==> src/rtl/vm2002_change_dispenser_if.sv <==
// Change-dispenser bus: payout request/result, coin-release handshake,
// tube refill channel and tube-count observation.
//  master : the dispenser (drives busy, coin_*, done, shortfall, errors, counts)
//  slave  : the environment (vm2002 FSM, coin mechanism, supplier)
interface vm2002_change_dispenser_if #(
  parameter int unsigned AMT_W  = 16,
  parameter int unsigned TUBE_W = 6
);
  logic              start;
  logic [AMT_W-1:0]  balance;
  logic              busy;
  logic              coin_valid;
  logic [1:0]        coin_code;
  logic              coin_ack;
  logic              done;
  logic [AMT_W-1:0]  shortfall;
  logic              short_err;
  logic              jam_err;
  logic              refill_valid;
  logic [1:0]        refill_coin;
  logic [TUBE_W-1:0] refill_count;
  logic              refill_ovf;
  logic [TUBE_W-1:0] n_cnt;
  logic [TUBE_W-1:0] d_cnt;
  logic [TUBE_W-1:0] q_cnt;

  modport master (
    input  start, balance, coin_ack, refill_valid, refill_coin, refill_count,
    output busy, coin_valid, coin_code, done, shortfall, short_err, jam_err,
           refill_ovf, n_cnt, d_cnt, q_cnt
  );

  modport slave (
    output start, balance, coin_ack, refill_valid, refill_coin, refill_count,
    input  busy, coin_valid, coin_code, done, shortfall, short_err, jam_err,
           refill_ovf, n_cnt, d_cnt, q_cnt
  );
endinterface

==> src/rtl/vm2002_change_dispenser.sv <==
// Change dispenser: pays out a balance as coins, greedy quarter > dime > nickel,
// against finite tubes. One coin per valid/ack handshake; an ack timeout aborts
// the payout as a jam. Reports unpaid remainder as shortfall.
// Ports:
//  clk     system clock, rising edge
//  hrst_n  asynchronous active-low reset
//  bus     vm2002_change_dispenser_if.master (start/balance, coin handshake,
//          done/shortfall/errors, refill channel, tube counts)
module vm2002_change_dispenser #(
  parameter int unsigned AMT_W       = 16,
  parameter int unsigned TUBE_W      = 6,
  parameter int unsigned TUBE_MAX    = 50,
  parameter int unsigned INIT_CNT    = 10,
  parameter int unsigned ACK_TIMEOUT = 8
) (
  input  logic                        clk,
  input  logic                        hrst_n,
  vm2002_change_dispenser_if.master   bus
);

  localparam int unsigned TMR_W = (ACK_TIMEOUT > 1) ? $clog2(ACK_TIMEOUT) : 1;

  typedef enum logic [1:0] {IDLE, SELECT, ISSUE, FINISH} state_e;
  typedef enum logic [1:0] {
    COIN_NONE = 2'b00, NICKEL = 2'b01, DIME = 2'b10, QUARTER = 2'b11
  } coin_e;

  state_e            state_q;
  coin_e             coin_code_q;
  logic [AMT_W-1:0]  remain_q, shortfall_q;
  logic [TMR_W-1:0]  timer_q;
  logic              busy_q, coin_valid_q, done_q;
  logic              short_err_q, jam_err_q, refill_ovf_q;
  logic [TUBE_W-1:0] n_q, d_q, q_q;

  coin_e             sel_code_d;
  logic [AMT_W-1:0]  issue_val_d;
  logic [TUBE_W-1:0] refill_cur_d, refill_new_d;
  logic [TUBE_W:0]   refill_sum_d;
  logic              refill_clip_d;

  always_comb begin
    sel_code_d = COIN_NONE;
    if (remain_q >= AMT_W'(25) && q_q != '0)      sel_code_d = QUARTER;
    else if (remain_q >= AMT_W'(10) && d_q != '0) sel_code_d = DIME;
    else if (remain_q >= AMT_W'(5) && n_q != '0)  sel_code_d = NICKEL;

    issue_val_d = '0;
    case (coin_code_q)
      QUARTER: issue_val_d = AMT_W'(25);
      DIME:    issue_val_d = AMT_W'(10);
      NICKEL:  issue_val_d = AMT_W'(5);
      default: issue_val_d = '0;
    endcase

    refill_cur_d = '0;
    case (bus.refill_coin)
      2'b01:   refill_cur_d = n_q;
      2'b10:   refill_cur_d = d_q;
      2'b11:   refill_cur_d = q_q;
      default: refill_cur_d = '0;
    endcase
    // One extra bit so the sum cannot wrap before the saturation test.
    refill_sum_d  = {1'b0, refill_cur_d} + {1'b0, bus.refill_count};
    refill_clip_d = refill_sum_d > (TUBE_W+1)'(TUBE_MAX);
    refill_new_d  = refill_clip_d ? TUBE_W'(TUBE_MAX) : refill_sum_d[TUBE_W-1:0];
  end

  always_ff @(posedge clk or negedge hrst_n) begin
    if (!hrst_n) begin
      state_q      <= IDLE;
      coin_code_q  <= COIN_NONE;
      remain_q     <= '0;
      shortfall_q  <= '0;
      timer_q      <= '0;
      busy_q       <= 1'b0;
      coin_valid_q <= 1'b0;
      done_q       <= 1'b0;
      short_err_q  <= 1'b0;
      jam_err_q    <= 1'b0;
      refill_ovf_q <= 1'b0;
      n_q          <= TUBE_W'(INIT_CNT);
      d_q          <= TUBE_W'(INIT_CNT);
      q_q          <= TUBE_W'(INIT_CNT);
    end else begin
      done_q       <= 1'b0;
      refill_ovf_q <= 1'b0;
      case (state_q)
        IDLE: begin
          if (bus.start) begin
            remain_q    <= bus.balance;
            shortfall_q <= '0;
            short_err_q <= 1'b0;
            jam_err_q   <= 1'b0;
            busy_q      <= 1'b1;
            state_q     <= SELECT;
          end else if (bus.refill_valid && bus.refill_coin != 2'b00) begin
            refill_ovf_q <= refill_clip_d;
            case (bus.refill_coin)
              2'b01:   n_q <= refill_new_d;
              2'b10:   d_q <= refill_new_d;
              default: q_q <= refill_new_d;
            endcase
          end
        end
        SELECT: begin
          if (sel_code_d != COIN_NONE) begin
            coin_code_q  <= sel_code_d;
            coin_valid_q <= 1'b1;
            timer_q      <= '0;
            state_q      <= ISSUE;
          end else begin
            // done/shortfall are registered on entry so they show during FINISH.
            done_q      <= 1'b1;
            shortfall_q <= remain_q;
            short_err_q <= (remain_q != '0);
            state_q     <= FINISH;
          end
        end
        ISSUE: begin
          // Ack is tested first so an ack in the timeout cycle still pays the coin.
          if (bus.coin_ack) begin
            case (coin_code_q)
              QUARTER: if (q_q != '0) q_q <= q_q - 1'b1;
              DIME:    if (d_q != '0) d_q <= d_q - 1'b1;
              NICKEL:  if (n_q != '0) n_q <= n_q - 1'b1;
              default: ;
            endcase
            remain_q     <= remain_q - issue_val_d;
            coin_valid_q <= 1'b0;
            coin_code_q  <= COIN_NONE;
            state_q      <= SELECT;
          end else if (timer_q == TMR_W'(ACK_TIMEOUT - 1)) begin
            jam_err_q    <= 1'b1;
            coin_valid_q <= 1'b0;
            coin_code_q  <= COIN_NONE;
            done_q       <= 1'b1;
            shortfall_q  <= remain_q;
            short_err_q  <= (remain_q != '0);
            state_q      <= FINISH;
          end else begin
            timer_q <= timer_q + 1'b1;
          end
        end
        FINISH: begin
          busy_q  <= 1'b0;
          state_q <= IDLE;
        end
        default: state_q <= IDLE;
      endcase
    end
  end

  assign bus.busy       = busy_q;
  assign bus.coin_valid = coin_valid_q;
  assign bus.coin_code  = coin_code_q;
  assign bus.done       = done_q;
  assign bus.shortfall  = shortfall_q;
  assign bus.short_err  = short_err_q;
  assign bus.jam_err    = jam_err_q;
  assign bus.refill_ovf = refill_ovf_q;
  assign bus.n_cnt      = n_q;
  assign bus.d_cnt      = d_q;
  assign bus.q_cnt      = q_q;

endmodule

==> src/flat_wrapper.sv <==
// flat-port wrapper written by rule: the top's interface ports become plain ports
module vm2002_change_dispenser_flat 
#(
  parameter int unsigned AMT_W       = 16,
  parameter int unsigned TUBE_W      = 6,
  parameter int unsigned TUBE_MAX    = 50,
  parameter int unsigned INIT_CNT    = 10,
  parameter int unsigned ACK_TIMEOUT = 8
)
  (clk, hrst_n, bus_start, bus_balance, bus_coin_ack, bus_refill_valid, bus_refill_coin, bus_refill_count, bus_busy, bus_coin_valid, bus_coin_code, bus_done, bus_shortfall, bus_short_err, bus_jam_err, bus_refill_ovf, bus_n_cnt, bus_d_cnt, bus_q_cnt);
  vm2002_change_dispenser_if #(.AMT_W(AMT_W), .TUBE_W(TUBE_W)) bus_i ();
  input  logic clk;
  input  logic hrst_n;
  input wire logic [$bits(bus_i.start)-1:0] bus_start;
  input wire logic [$bits(bus_i.balance)-1:0] bus_balance;
  input wire logic [$bits(bus_i.coin_ack)-1:0] bus_coin_ack;
  input wire logic [$bits(bus_i.refill_valid)-1:0] bus_refill_valid;
  input wire logic [$bits(bus_i.refill_coin)-1:0] bus_refill_coin;
  input wire logic [$bits(bus_i.refill_count)-1:0] bus_refill_count;
  output wire logic [$bits(bus_i.busy)-1:0] bus_busy;
  output wire logic [$bits(bus_i.coin_valid)-1:0] bus_coin_valid;
  output wire logic [$bits(bus_i.coin_code)-1:0] bus_coin_code;
  output wire logic [$bits(bus_i.done)-1:0] bus_done;
  output wire logic [$bits(bus_i.shortfall)-1:0] bus_shortfall;
  output wire logic [$bits(bus_i.short_err)-1:0] bus_short_err;
  output wire logic [$bits(bus_i.jam_err)-1:0] bus_jam_err;
  output wire logic [$bits(bus_i.refill_ovf)-1:0] bus_refill_ovf;
  output wire logic [$bits(bus_i.n_cnt)-1:0] bus_n_cnt;
  output wire logic [$bits(bus_i.d_cnt)-1:0] bus_d_cnt;
  output wire logic [$bits(bus_i.q_cnt)-1:0] bus_q_cnt;
  assign bus_i.start = bus_start;
  assign bus_i.balance = bus_balance;
  assign bus_i.coin_ack = bus_coin_ack;
  assign bus_i.refill_valid = bus_refill_valid;
  assign bus_i.refill_coin = bus_refill_coin;
  assign bus_i.refill_count = bus_refill_count;
  assign bus_busy = bus_i.busy;
  assign bus_coin_valid = bus_i.coin_valid;
  assign bus_coin_code = bus_i.coin_code;
  assign bus_done = bus_i.done;
  assign bus_shortfall = bus_i.shortfall;
  assign bus_short_err = bus_i.short_err;
  assign bus_jam_err = bus_i.jam_err;
  assign bus_refill_ovf = bus_i.refill_ovf;
  assign bus_n_cnt = bus_i.n_cnt;
  assign bus_d_cnt = bus_i.d_cnt;
  assign bus_q_cnt = bus_i.q_cnt;
  vm2002_change_dispenser #(.AMT_W(AMT_W), .TUBE_W(TUBE_W), .TUBE_MAX(TUBE_MAX), .INIT_CNT(INIT_CNT), .ACK_TIMEOUT(ACK_TIMEOUT)) u_core (.clk(clk), .hrst_n(hrst_n), .bus(bus_i));
endmodule
==> config.mk <==
export PLATFORM = sky130hd
export DESIGN_NAME = vm2002_change_dispenser_flat
export DESIGN_NICKNAME = d
export VERILOG_FILES = /design/src/rtl/vm2002_change_dispenser_if.sv /design/src/rtl/vm2002_change_dispenser.sv /design/src/flat_wrapper.sv
export SDC_FILE = /design/constraint.sdc
export NUM_CORES = 1
export LEC_CHECK = 0
export ABC_AREA = 1
export BUFFER_PORTS_ARGS = -buffer_cell sky130_fd_sc_hd__buf_2
export CAP_MARGIN = 20
export CORE_MARGIN = 5
export CORE_UTILIZATION = 45
export DETAILED_ROUTE_END_ITERATION = 6
export GPL_TIMING_DRIVEN = 0
export PLACE_DENSITY = 0.63
export SETUP_SLACK_MARGIN = 0.3
export SYNTH_ARGS = -nofsm -noshare
export SYNTH_HDL_FRONTEND = slang
export SYNTH_SLANG_ARGS = --single-unit
export TNS_END_PERCENT = 20
==> constraint.sdc <==
create_clock -name clk -period 2.7 [get_ports clk]
set_clock_uncertainty 0.15 [all_clocks]
set_input_delay 0.135 -clock clk [delete_from_list [all_inputs] [get_ports clk]]
set_output_delay 0.135 -clock clk [all_outputs]
set_load 0.05 [all_outputs]
# After elaboration in Yosys (flattened, before gate mapping)
# Cells that the tools add are included.
[classes]
addsub = 6
order_cmp = 4
eq_ne = 29
mux = 69
n_reduce_logical = 26
[ops]
columns = ["op", "count"]
rows = [
  ["2-to-1 mux 6 bit", 19],
  ["2-to-1 mux 16 bit", 6],
  ["case mux 16 bit (3 select lines)", 1],
  ["case mux 6 bit (2 select lines)", 3],
  ["case mux 16 bit (2 select lines)", 1],
  ["!= test 2 bit, second input constant", 12],
  ["AND reduction 7 bit", 3],
  ["2-to-1 mux 1 bit", 18],
  ["case mux 6 bit (3 select lines)", 1],
  ["nonzero test 6 bit", 3],
  ["subtractor 6 x 1 -> 6 bit, second input constant", 3],
  [">= comparator 16 x 3 -> 1 bit, second input constant", 1],
  [">= comparator 16 x 4 -> 1 bit, second input constant", 1],
  [">= comparator 16 x 5 -> 1 bit, second input constant", 1],
  ["2-to-1 mux 2 bit", 8],
  ["nonzero test 16 bit", 1],
  ["subtractor 16 x 5 -> 16 bit", 1],
  ["case mux 5 bit (3 select lines)", 1],
  ["equality test 2 bit, second input constant", 6],
  ["!= test 2 x 1 -> 1 bit, second input constant", 6],
  ["nonzero test 2 bit", 5],
  ["2-to-1 mux 3 bit", 3],
  ["case mux 1 bit (2 select lines)", 4],
  ["case mux 2 bit (4 select lines)", 1],
  ["other kinds (17)", 25],
]
[totals]
reg_bits = 63
inputBits = 29
out_inout_bits = 42
word_cells = 148

# Longest topological paths before layout
# Gate-level depths: netlist of run 1.
[logic_depth]
ltp_word = 9
ltp_mapped = 18
ltp_nobuf = 18

# Least setup slack after synthesis of run 1
# Ideal clock, no wire load.
[synth_timing]
path_kind = "register -> register"
startpoint = "register u_core.d_q[0], in the netlist u_core.bus.d_cnt[0]"
endpoint = "register u_core.q_q[4], in the netlist u_core.bus.q_cnt[4]"
setup_time_ps = 128
t_arrival_ps = 2345
required_time_ps = 2422
setup_slack_ps = 77
stages_incl_launch_ff = 17
path_buffers = 0
period_less_slack_ps = 2623
path_cell_list = "dfrtp_1 nand2_1 nand3_1 nand2_1 inv_1 ha_1 fa_1 nand3_1 nand2_1 nand2_1 nand2_1 a21oi_1 nand2_1 nand2_1 nand2_1 nand2_1 o21ai_0"
[synth_via]
elab_chain_cells = 8
[synth_rtl]
columns = ["element", "line_no", "source"]
rows = [
  ["from (decl)", "vm2002_change_dispenser.sv:34", "logic [TUBE_W-1:0] n_q, d_q, q_q;"],
  ["from (signal assigned)", "vm2002_change_dispenser.sv:83", "d_q <= TUBE_W'(INIT_CNT);"],
  ["from (signal assigned)", "vm2002_change_dispenser.sv:101", "2'b10: d_q <= refill_new_d;"],
  ["from (signal assigned)", "vm2002_change_dispenser.sv:125", "DIME: if (d_q != '0) d_q <= d_q - 1'b1;"],
  ["case mux 6 bit (3 select lines) (*)", "vm2002_change_dispenser.sv:57", "case (bus.refill_coin)"],
  ["adder 6 x 6 -> 7 bit (*)", "vm2002_change_dispenser.sv:64", "refill_sum_d = {1'b0, refill_cur_d} + {1'b0, bus.refill_count};"],
  ["> comparator 7 x 6 -> 1 bit", "vm2002_change_dispenser.sv:65", "refill_clip_d = refill_sum_d > (TUBE_W+1)'(TUBE_MAX);"],
  ["2-to-1 mux 6 bit (*)", "vm2002_change_dispenser.sv:66", "refill_new_d = refill_clip_d ? TUBE_W'(TUBE_MAX) : refill_sum_d[TUBE_W-1:0];"],
  ["2-to-1 mux 6 bit (*)", "vm2002_change_dispenser.sv:99", "case (bus.refill_coin)"],
  ["2-to-1 mux 6 bit (*)", "vm2002_change_dispenser.sv:97", "end else if (bus.refill_valid && bus.refill_coin != 2'b00) begin"],
  ["2-to-1 mux 6 bit (*)", "vm2002_change_dispenser.sv:90", "if (bus.start) begin"],
  ["case mux 6 bit (2 select lines) (*)", "vm2002_change_dispenser.sv:88", "case (state_q)"],
  ["to (signal assigned)", "vm2002_change_dispenser.sv:84", "q_q <= TUBE_W'(INIT_CNT);"],
  ["to (signal assigned)", "vm2002_change_dispenser.sv:102", "default: q_q <= refill_new_d;"],
  ["to (signal assigned)", "vm2002_change_dispenser.sv:124", "QUARTER: if (q_q != '0) q_q <= q_q - 1'b1;"],
  ["to (decl)", "vm2002_change_dispenser.sv:34", ""],
]
# Mark *: on every way between the ends. The rest lies on a longest branch, timed or not. The select of a mux whose other input is x is not followed.
# A chain may end at the register's enable or synchronous reset.

# Final worst setup path of run 1
[layout_timing]
startpoint = "register u_core.coin_code_q[0], in the netlist u_core.bus.coin_code[0]"
endpoint = "register u_core.remain_q[12]"
[layout_via]
elab_chain_cells = 5
word_cells_on_any_way = 7
cone_classes = "add/sub (1); eq/ne (3); mux (3)"
[layout_rtl]
columns = ["element", "line_no", "source"]
rows = [
  ["from (decl)", "vm2002_change_dispenser.sv:29", "coin_e coin_code_q;"],
  ["from (signal assigned)", "vm2002_change_dispenser.sv:108", "coin_code_q <= sel_code_d;"],
  ["equality test 2 x 1 -> 1 bit / equality test 2 bit (equally long branches)", "vm2002_change_dispenser.sv:49", "case (coin_code_q)"],
  ["case mux 5 bit (3 select lines) (*)", "vm2002_change_dispenser.sv:49", ""],
  ["subtractor 16 x 5 -> 16 bit (*)", "vm2002_change_dispenser.sv:129", "remain_q <= remain_q - issue_val_d;"],
  ["2-to-1 mux 16 bit (*)", "vm2002_change_dispenser.sv:122", "if (bus.coin_ack) begin"],
  ["case mux 16 bit (2 select lines) (*)", "vm2002_change_dispenser.sv:88", ""],
  ["to (signal assigned)", "vm2002_change_dispenser.sv:91", "remain_q <= bus.balance;"],
  ["to (signal assigned)", "vm2002_change_dispenser.sv:129", ""],
  ["to (decl)", "vm2002_change_dispenser.sv:30", "logic [AMT_W-1:0] remain_q, shortfall_q;"],
]
# Marks and branches as above.

==> results.txt, run 1 <==
The run finished with clean final reports. The detailed router's first-iteration violation count came out at 303. The required time of the critical path is about 2.8 ns. Setup repair after global routing could not meet its margin everywhere. The detailed placer's ending HPWL is around 9400 µm. The clock sink total is 63. The post-CTS clock slew at the launch and capture registers of the worst setup and hold paths came out at about 0.07 ns. The number of antenna repair diodes is 0. CTS built an H-tree with a depth of 3. The count of vias placed by the detailed router is between 4000 and 5000. The fraction of power consumed by the clock network came out at between 10% and 20%. The slew of the pin with the lowest slew margin is between 0.8 and 0.9 ns. The proportion of netlist area held by the largest area contributor came out at about a third.

No sink is reached through more buffers than the 2 on the longest clock path. At the end of the flow, the number of nets in the layout was between 800 and 900. The post-synthesis instance area is around 4500 µm². The number of nets in the synthesized netlist is 688. The internal portion of total power is 3.696 mW. The final weighted congestion of routability-driven global placement came out at between 0.9 and 1.

Dividing the detail-routed wire length by the instance count gives 14.42 µm. The number of pins exceeding their max-slew limit in the final report came out at 0. Entering global routing, the biggest net connects 64 pins. For this configuration, the core starts out at a cell density of 45.90%. The share of cells above drive strength 1 is between 20% and 30%.

The wire length on met2 came out at 5883 µm. The number of antenna-violating nets in the routed design is 0. The startpoint identified for the worst hold timing path is bus_balance[6].

In this run the critical register-to-register path is launched from u_core.bus.coin_code[0]$_DFFE_PN0P_. The count of standard-cell rows came out at 36. The first global-routing pass estimated roughly 21000 µm of wire. The number of antenna violations at the first check in global routing is 0. The total global routing overflow came out at 0. The worst hold path belongs to the class in -> reg. The post-synthesis area per instance is a little over 7 µm². The wire length the detailed router placed on met1 is between 5000 and 6000 µm. The wire length reported by the detailed router came out at about 13000 µm. The total count of hold-check failures in the final report came out at 0.

The via count of the first global-routing pass is roughly 4200. The normalized max-slew margin came out at 44.93%. The reported leakage power is about 3.0 nW. Buffers inserted during clock tree synthesis total 9.

The period utilization came out at roughly 90%. The worst slack after detailed placement came out at -0.1300 ns. Summed over all instances, the cell type with the most area after synthesis is dfrtp_1. The DRC violation count after routing is 0. The largest fanout on the critical path came out at 5.

The worst-case IR drop observed on VDD is around 0.00074 V. The clock latency reported for the late side of the worst-skew pair came out at around 0.35 ns. The synthesis-stage register bit count came out at 63.

Across the run, the number of max-cap violations was 0. The power after layout came out at slightly above 8 mW. The number of setup violations in the final report came out at 0. Per report_power, the combinational group accounts for 65.1% of the total. Before antenna repair, the detailed router went through 5 iterations. The net load switching power is roughly 4.4 mW. In this run the worst setup path begins at u_core.bus.coin_code[0]$_DFFE_PN0P_.

The worst path setup slack after routing came out at 0.2632 ns. TritonCTS built the clock tree. The die outline area came out at approximately 12000 µm².

The average via count per standard cell is just over 5. STA classifies the critical path endpoint as a flip-flop. The count of buffers added on input and output ports is 70. STA classifies the critical path startpoint as a flip-flop. The sequential element share of the synthesized area is 35.47%. The growth of design area from synthesis to finish came out at 27.60%. The area inside the core boundary is between 9000 and 10000 µm².

Pin placement for this block handled 71 I/O pins. The number of distinct standard cells referenced by the synthesized netlist is 39. The overall track demand over capacity in global routing came out at between 20% and 30%.

The data arrival at the endpoint of the critical path is 2.53 ns. The net switching share of the total power came out at between 50% and 60%. The critical path is of the reg -> reg type. Routed signal wires occupy layers up through met4. Clock tree synthesis selected as its root buffer the cell clkbuf_8.

Subtracting the final worst setup slack from the clock period gives approximately 2.4 ns. Dividing total power by cell area gives a power density of about 1400 nW/µm². The count of warnings emitted by yosys is 0.

Yosys attributes the largest share of cell area to dfrtp_1, nand2_1, ha_1. After detailed routing, the met3 layer carries about 780 µm of wire. The die is around 110 µm tall. The relative contribution of sequential cells to total power is 23.2%. The filler cell count in the final layout is ~940. The number of cells produced by synthesis is 631. Derived from the worst setup path, the maximum achievable clock frequency is just over 400 MHz. The die width came out at 109.6 µm.
-- layout make-up --
class | count | area, µm² | share of cell area (%)
Sequential cell | 63 | 1595 | 28.00
Multi-Input combinational cell | 474 | 2646 | 46.44
Tap cell | 133 | 166.4 | 2.921
Clock buffer | 13 | 158.9 | 2.789
Inverter | 77 | 289.0 | 5.072
Timing Repair Buffer | 107 | 679.4 | 11.92
Buffer | 17 | 97.59 | 1.713
Clock inverter | 3 | 65.06 | 1.142
-- stage by stage --
step / hold WS [ns] / util [%] / instance area (µm²) / cells / TNS, ns
6_report: 0.04408 / 58.56 / 5698 / 887 / 0
5_1_grt: 0.04939 / 58.56 / 5698 / 887 / 0
4_1_cts: 0.01559 / 56.83 / 5529 / 879 / 0
3_5_place_dp: 0.1435 / 51.41 / 5002 / 834 / -1.574
3_3_place_gp: 0.2488 / 51.39 / 5000 / 834 / -0.9898
2_1_floorplan: -0.3106 / - / 4483 / 631 / 0
-- cell usage after synthesis (all sizes together) --
cell,number
o211ai,4
or2,5
nor2,84
xnor2,1
a21o,1
nand3b,5
dfrtp,57
nor4,1
o21ai,52
a211oi,1
a21boi,1
fa,2
a22oi,3
ha,26
a21oi,43
nand3,38
o22ai,4
nor3b,1
nor3,2
clkbuf,7
a31o,1
nand4,10
buf,10
a31oi,3
xor2,3
inv,77
nand2,183
dfstp,6
-- worst max-delay path: stages (launching register included) --
cell and delay, ns:
dfrtp_2 0.45, clkbuf_1 0.11, ha_1 0.22, fa_1 0.43, nand3b_1 0.18, nand2_1 0.08
nand2_1 0.09, nand3b_1 0.19, nor2_1 0.13, nand3b_1 0.10, nand3_1 0.08, nand2_1 0.09
nand2_1 0.05
-- cell usage in the layout, fill, tap and decap left out, types with 10 or more instances in the layout --
master,count
buf_2,74
clkbuf_8,11
buf_4,20
ha_1,21
nor2_1,81
nand2_1,158
inv_1,72
o21ai_2,17
nand2_2,24
o21ai_0,35
a21oi_1,32
dfrtp_1,48
nand3_1,33
nand4_1,10
dlygate4sd3_1,18
-- path summary, 6_finish.rpt --
check	endpoint	slack (ns)	cells past startpoint
max in group asynchronous	u_core.bus.n_cnt[4]$_DFFE_PN0P_	1.54	2
min reg2reg	u_core.timer_q[1]$_DFFE_PN0P_	0.33	2
max reg2reg	u_core.remain_q[12]$_DFFE_PN0P_	0.26	12
min	u_core.remain_q[6]$_DFFE_PN0P_	0.04	5
max	u_core.remain_q[12]$_DFFE_PN0P_	0.26	12
min in group asynchronous	u_core.bus.q_cnt[0]$_DFFE_PN0P_	0.28	2
-- kinds of logic (layout without fill, tap and decap cells) --
logic type      Yosys count  in the layout  synth area share, %
simple gates            329            329                32.03
xor+xnor                  4              4               0.7847
flops                    63             63                35.47
compound gates          113            113                14.93
buf+inv                  94            217                8.602
fa+ha+maj                28             28                8.182
-- power groups by stage --
stage / combinational, mW / sequential (mW) / clock [mW]
finish: 5.26 / 1.88 / 0.942
global route: 5.80 / 1.94 / 1.00
floorplan: 2.83 / 2.65 / 0
global placement: 4.66 / 1.92 / 0
detailed placement: 4.74 / 1.93 / 0
CTS: 4.98 / 1.86 / 0.965
-- repair_timing --
action | 4_1_cts | 5_1_grt
endpoints found under the setup margin | 23 | 51
pin swaps | 6 | 10
buffers inserted | 11 | 8
hold buffers | 18 | 0
gates resized for setup | 11 | 26
endpoints found under the hold margin | 74 | 0
-- sequential cells by signal, indices dropped and copies added, names as in the netlist, 2 cells and up --
register / count
u_core.bus.coin_code: 2
u_core.bus.d_cnt: 6
u_core.bus.n_cnt: 6
u_core.bus.q_cnt: 6
u_core.bus.shortfall: 16
u_core.remain_q: 16
u_core.state_q: 2
u_core.timer_q: 3
-- layer usage --
metal  track usage [%]  vias to the layer above
li1                  -                     2277
met4             5.254                        0
met2             35.35                      122
met3             4.110                       15
met1             31.12                     2046
met5                 0                        -
Power figures use the tool's default switching activity.
==> run 2, diff against run 1 <==
--- a/config.mk
+++ b/config.mk
@@ -17,4 +17,3 @@
 export SYNTH_ARGS = -nofsm -noshare
 export SYNTH_HDL_FRONTEND = slang
 export SYNTH_SLANG_ARGS = --single-unit
-export TNS_END_PERCENT = 20
==> constraint.sdc (replaced) <==
create_clock -name clk -period 2.7 [get_ports clk]
set_clock_uncertainty 0.15 [all_clocks]
set_input_delay 0.135 -clock clk [delete_from_list [all_inputs] [get_ports clk]]
set_output_delay 0.135 -clock clk [all_outputs]
set_load 0.1 [all_outputs]
==> run 2 against run 1 <==
Sequential cell count is the same. Final cell count shrank 0.45%. Design area grew 2.0%. Non-clock buffer count shrank 3. Global-route usage shrank 0.37 points. Register-to-register slack lost 0.07 ns. Die area is the same. Maximum frequency shrank 2.9%. Routed wire length shrank 0.98%. Sequential share of layout area grew 0.10 points. Critical endpoint is now u_core.bus.d_cnt[2]$_DFFE_PN0P_.
==> results.txt, run 2 (same netlist as run 1, synthesis figures left out) <==
The data arrival at the endpoint of the critical path came out at ~2.6 ns. The worst hold path belongs to the class in -> reg. The via count of the first global-routing pass is 4253. The total iterations of the first detailed-routing run is 5. The setup path with the least slack is of type reg -> reg. For hold timing, the worst endpoint is u_core.remain_q[9]$_DFFE_PN0P_. The number of antenna violations at the first check in global routing came to 0.

The total area of multi-input combinational cells is approximately 2700 µm². The height of the chip came out at between 100 and 150 µm. The count of buffers from port buffering is 70. The required time of the critical path is between 2 and 3 ns. The number of cells traversed by the worst register-to-register path is 13. The pin count of the biggest net entering global routing came out at 64.

The number of instances on the worst hold path came out at 5. STA classifies the critical path startpoint as a flip-flop. The number of pins exceeding their max-slew limit in the final report came to 0. The repair_antennas step left the layout with diodes totalling 0. The detailed router's first-iteration violation count is 243. The period utilization came out at between 90% and 100%.

Routability-driven placement finished with a final weighted congestion of around 0.87. The total count of hold-check failures in the final report was 0. For the finished layout, the period the worst path requires is ~2.5 ns.

The worst setup path is captured at a flip-flop. TritonCTS built the clock tree. The slew of the pin with the lowest slew margin came out at 0.8237 ns.

The start of the worst register-to-register path is u_core.bus.d_cnt[0]$_DFFE_PN0P_. For flop-to-flop paths, the worst setup slack is about 0.19 ns. The first global-routing pass estimated between 20000 and 25000 µm of wire. The starting utilization of the core area is a little under half. The area inside the core boundary came out at 9729 µm².

The worst hold path begins at bus_balance[9]. The root buffer cell chosen for the clock tree is clkbuf_8. The tightest hold margin is 0.01021 ns. The count of standard-cell rows is 36. The per-cell routed wire length came out at 14.35 µm. Setup repair after global routing could not meet its margin everywhere. TritonCTS created 9 clock buffers. The post-CTS clock slew at the launch and capture registers of the worst setup and hold paths is 0.07 ns. The run finished with clean final reports. The most common cell after layout, fill and taps aside is nand2_1. In the routed design, unresolved DRC markers number 0. The number of top-level pins came out at 71. The clock sink total is 63. Summing all flip-flop and latch instances after layout gives ~1600 µm². The largest fanout on the critical path is 6. From left edge to right edge, the die measures 109.6 µm.

In the layout the commonest cells are nand2_1, nor2_1, buf_2. The number of antenna-violating nets in the routed design came out at 0. The number of violations of the max-capacitance limit came out at 0. The number of buffers on the longest clock path is 2. The clock latency reported for the late side of the worst-skew pair came out at about 0.34 ns.

For this run, the top clock speed supported by timing is 398.4 MHz. In this run the number of H-tree levels came out at 3. The filler cell count in the final layout came out at 974. The wire length reported by the detailed router came out at approximately 13000 µm. The average via count per standard cell came out at just over 5. The growth of design area from synthesis to finish came out at 30.12%. The detailed placer's ending HPWL came out at about 9000 µm. The overall track demand over capacity in global routing came out at 21.77%. The launch point of the critical path is u_core.bus.d_cnt[0]$_DFFE_PN0P_. The total global routing overflow came out at 0.

The number of setup violations in the final report came out at 0. Cells with a size suffix above 1 make up a little under a third of the layout. The reg-to-reg endpoint is u_core.bus.d_cnt[2]$_DFFE_PN0P_. The count of vias placed by the detailed router is 4445. The normalized max-slew margin came out at between 40% and 50%. The final net count came out at 803. The die outline area came out at ~12000 µm².
[run 2: changes by cell type in the layout (fill, tap and decap cells not counted), sizes merged]
| cell | change |
|---|---|
| buf | -4 |
| clkinvlp | +1 |
| bufinv | -1 |
[run 2: per-layer routing]
layer / wire length, µm / global-route usage, % / share of wire (%) / vias to the layer above
met3: 703 / 3.406 / 5.5 / 9
li1: - / - / - / 2266
met1: 6017 / 30.60 / 47 / 2047
met5: 0 / 0 / 0 / -
met2: 5821 / 34.87 / 46 / 123
met4: 125 / 5.966 / 0.99 / 0
[run 2: per-stage QoR]
step / worst slack [ns] / util, % / cell area (µm²) / std cells / setup TNS [ns]
floorplan: 0.2602 / - / 4543 / 631 / 0
CTS: 0.1821 / 57.33 / 5578 / 875 / 0
global placement: -0.02318 / 52.01 / 5060 / 834 / -0.05225
global route: 0.08414 / 59.72 / 5811 / 883 / 0
finish: 0.1898 / 59.72 / 5811 / 883 / 0
detailed placement: -0.08087 / 52.03 / 5062 / 834 / -0.3243
[run 2: timing repair]
item                                    CTS  global route
gates resized for setup                  22            39
gates cloned                              0             1
pin swaps                                15            24
setup buffers                             8             7
hold buffers                             18             0
endpoints found under the setup margin   23            39
endpoints found under the hold margin    74             0
[run 2: critical path: stages (launching register included)]
cell	delay, ns
dfrtp_4	0.50
nand2_2	0.08
nand3_2	0.07
nand2_2	0.07
inv_2	0.04
ha_4	0.15
fa_2	0.37
nand3_2	0.10
nand2_2	0.05
nand2_2	0.06
nand2_2	0.06
a21oi_4	0.23
nand4_1	0.29
a21oi_1	0.22
[run 2: area by class of cell]
class / instances / share of cell area, %
multi-input combinational: 474 / 47.22
sequential: 63 / 28.10
timing repair buffer: 104 / 11.61
inverter: 77 / 4.974
tap: 133 / 2.864
clock buffer: 12 / 2.670
buffer: 17 / 1.830
clock inverter: 3 / 0.7321
[run 2: worst max path at each step]
stage,endpoint,slack [ns],cells past startpoint
2_1_floorplan,u_core.remain_q[9]$_DFFE_PN0P_,0.26,12
3_3_place_gp,u_core.bus.q_cnt[3]$_DFFE_PN1P_,-0.02,16
3_5_place_dp,u_core.bus.q_cnt[3]$_DFFE_PN1P_,-0.08,16
4_1_cts,u_core.bus.n_cnt[0]$_DFFE_PN0P_,0.18,13
5_1_grt,u_core.bus.q_cnt[2]$_DFFE_PN0P_,0.08,13
6_report,u_core.bus.d_cnt[2]$_DFFE_PN0P_,0.19,13
Power of run 2 is not shown: default switching activity piles up to over one toggle a cycle in this logic, so the estimate is an artifact.
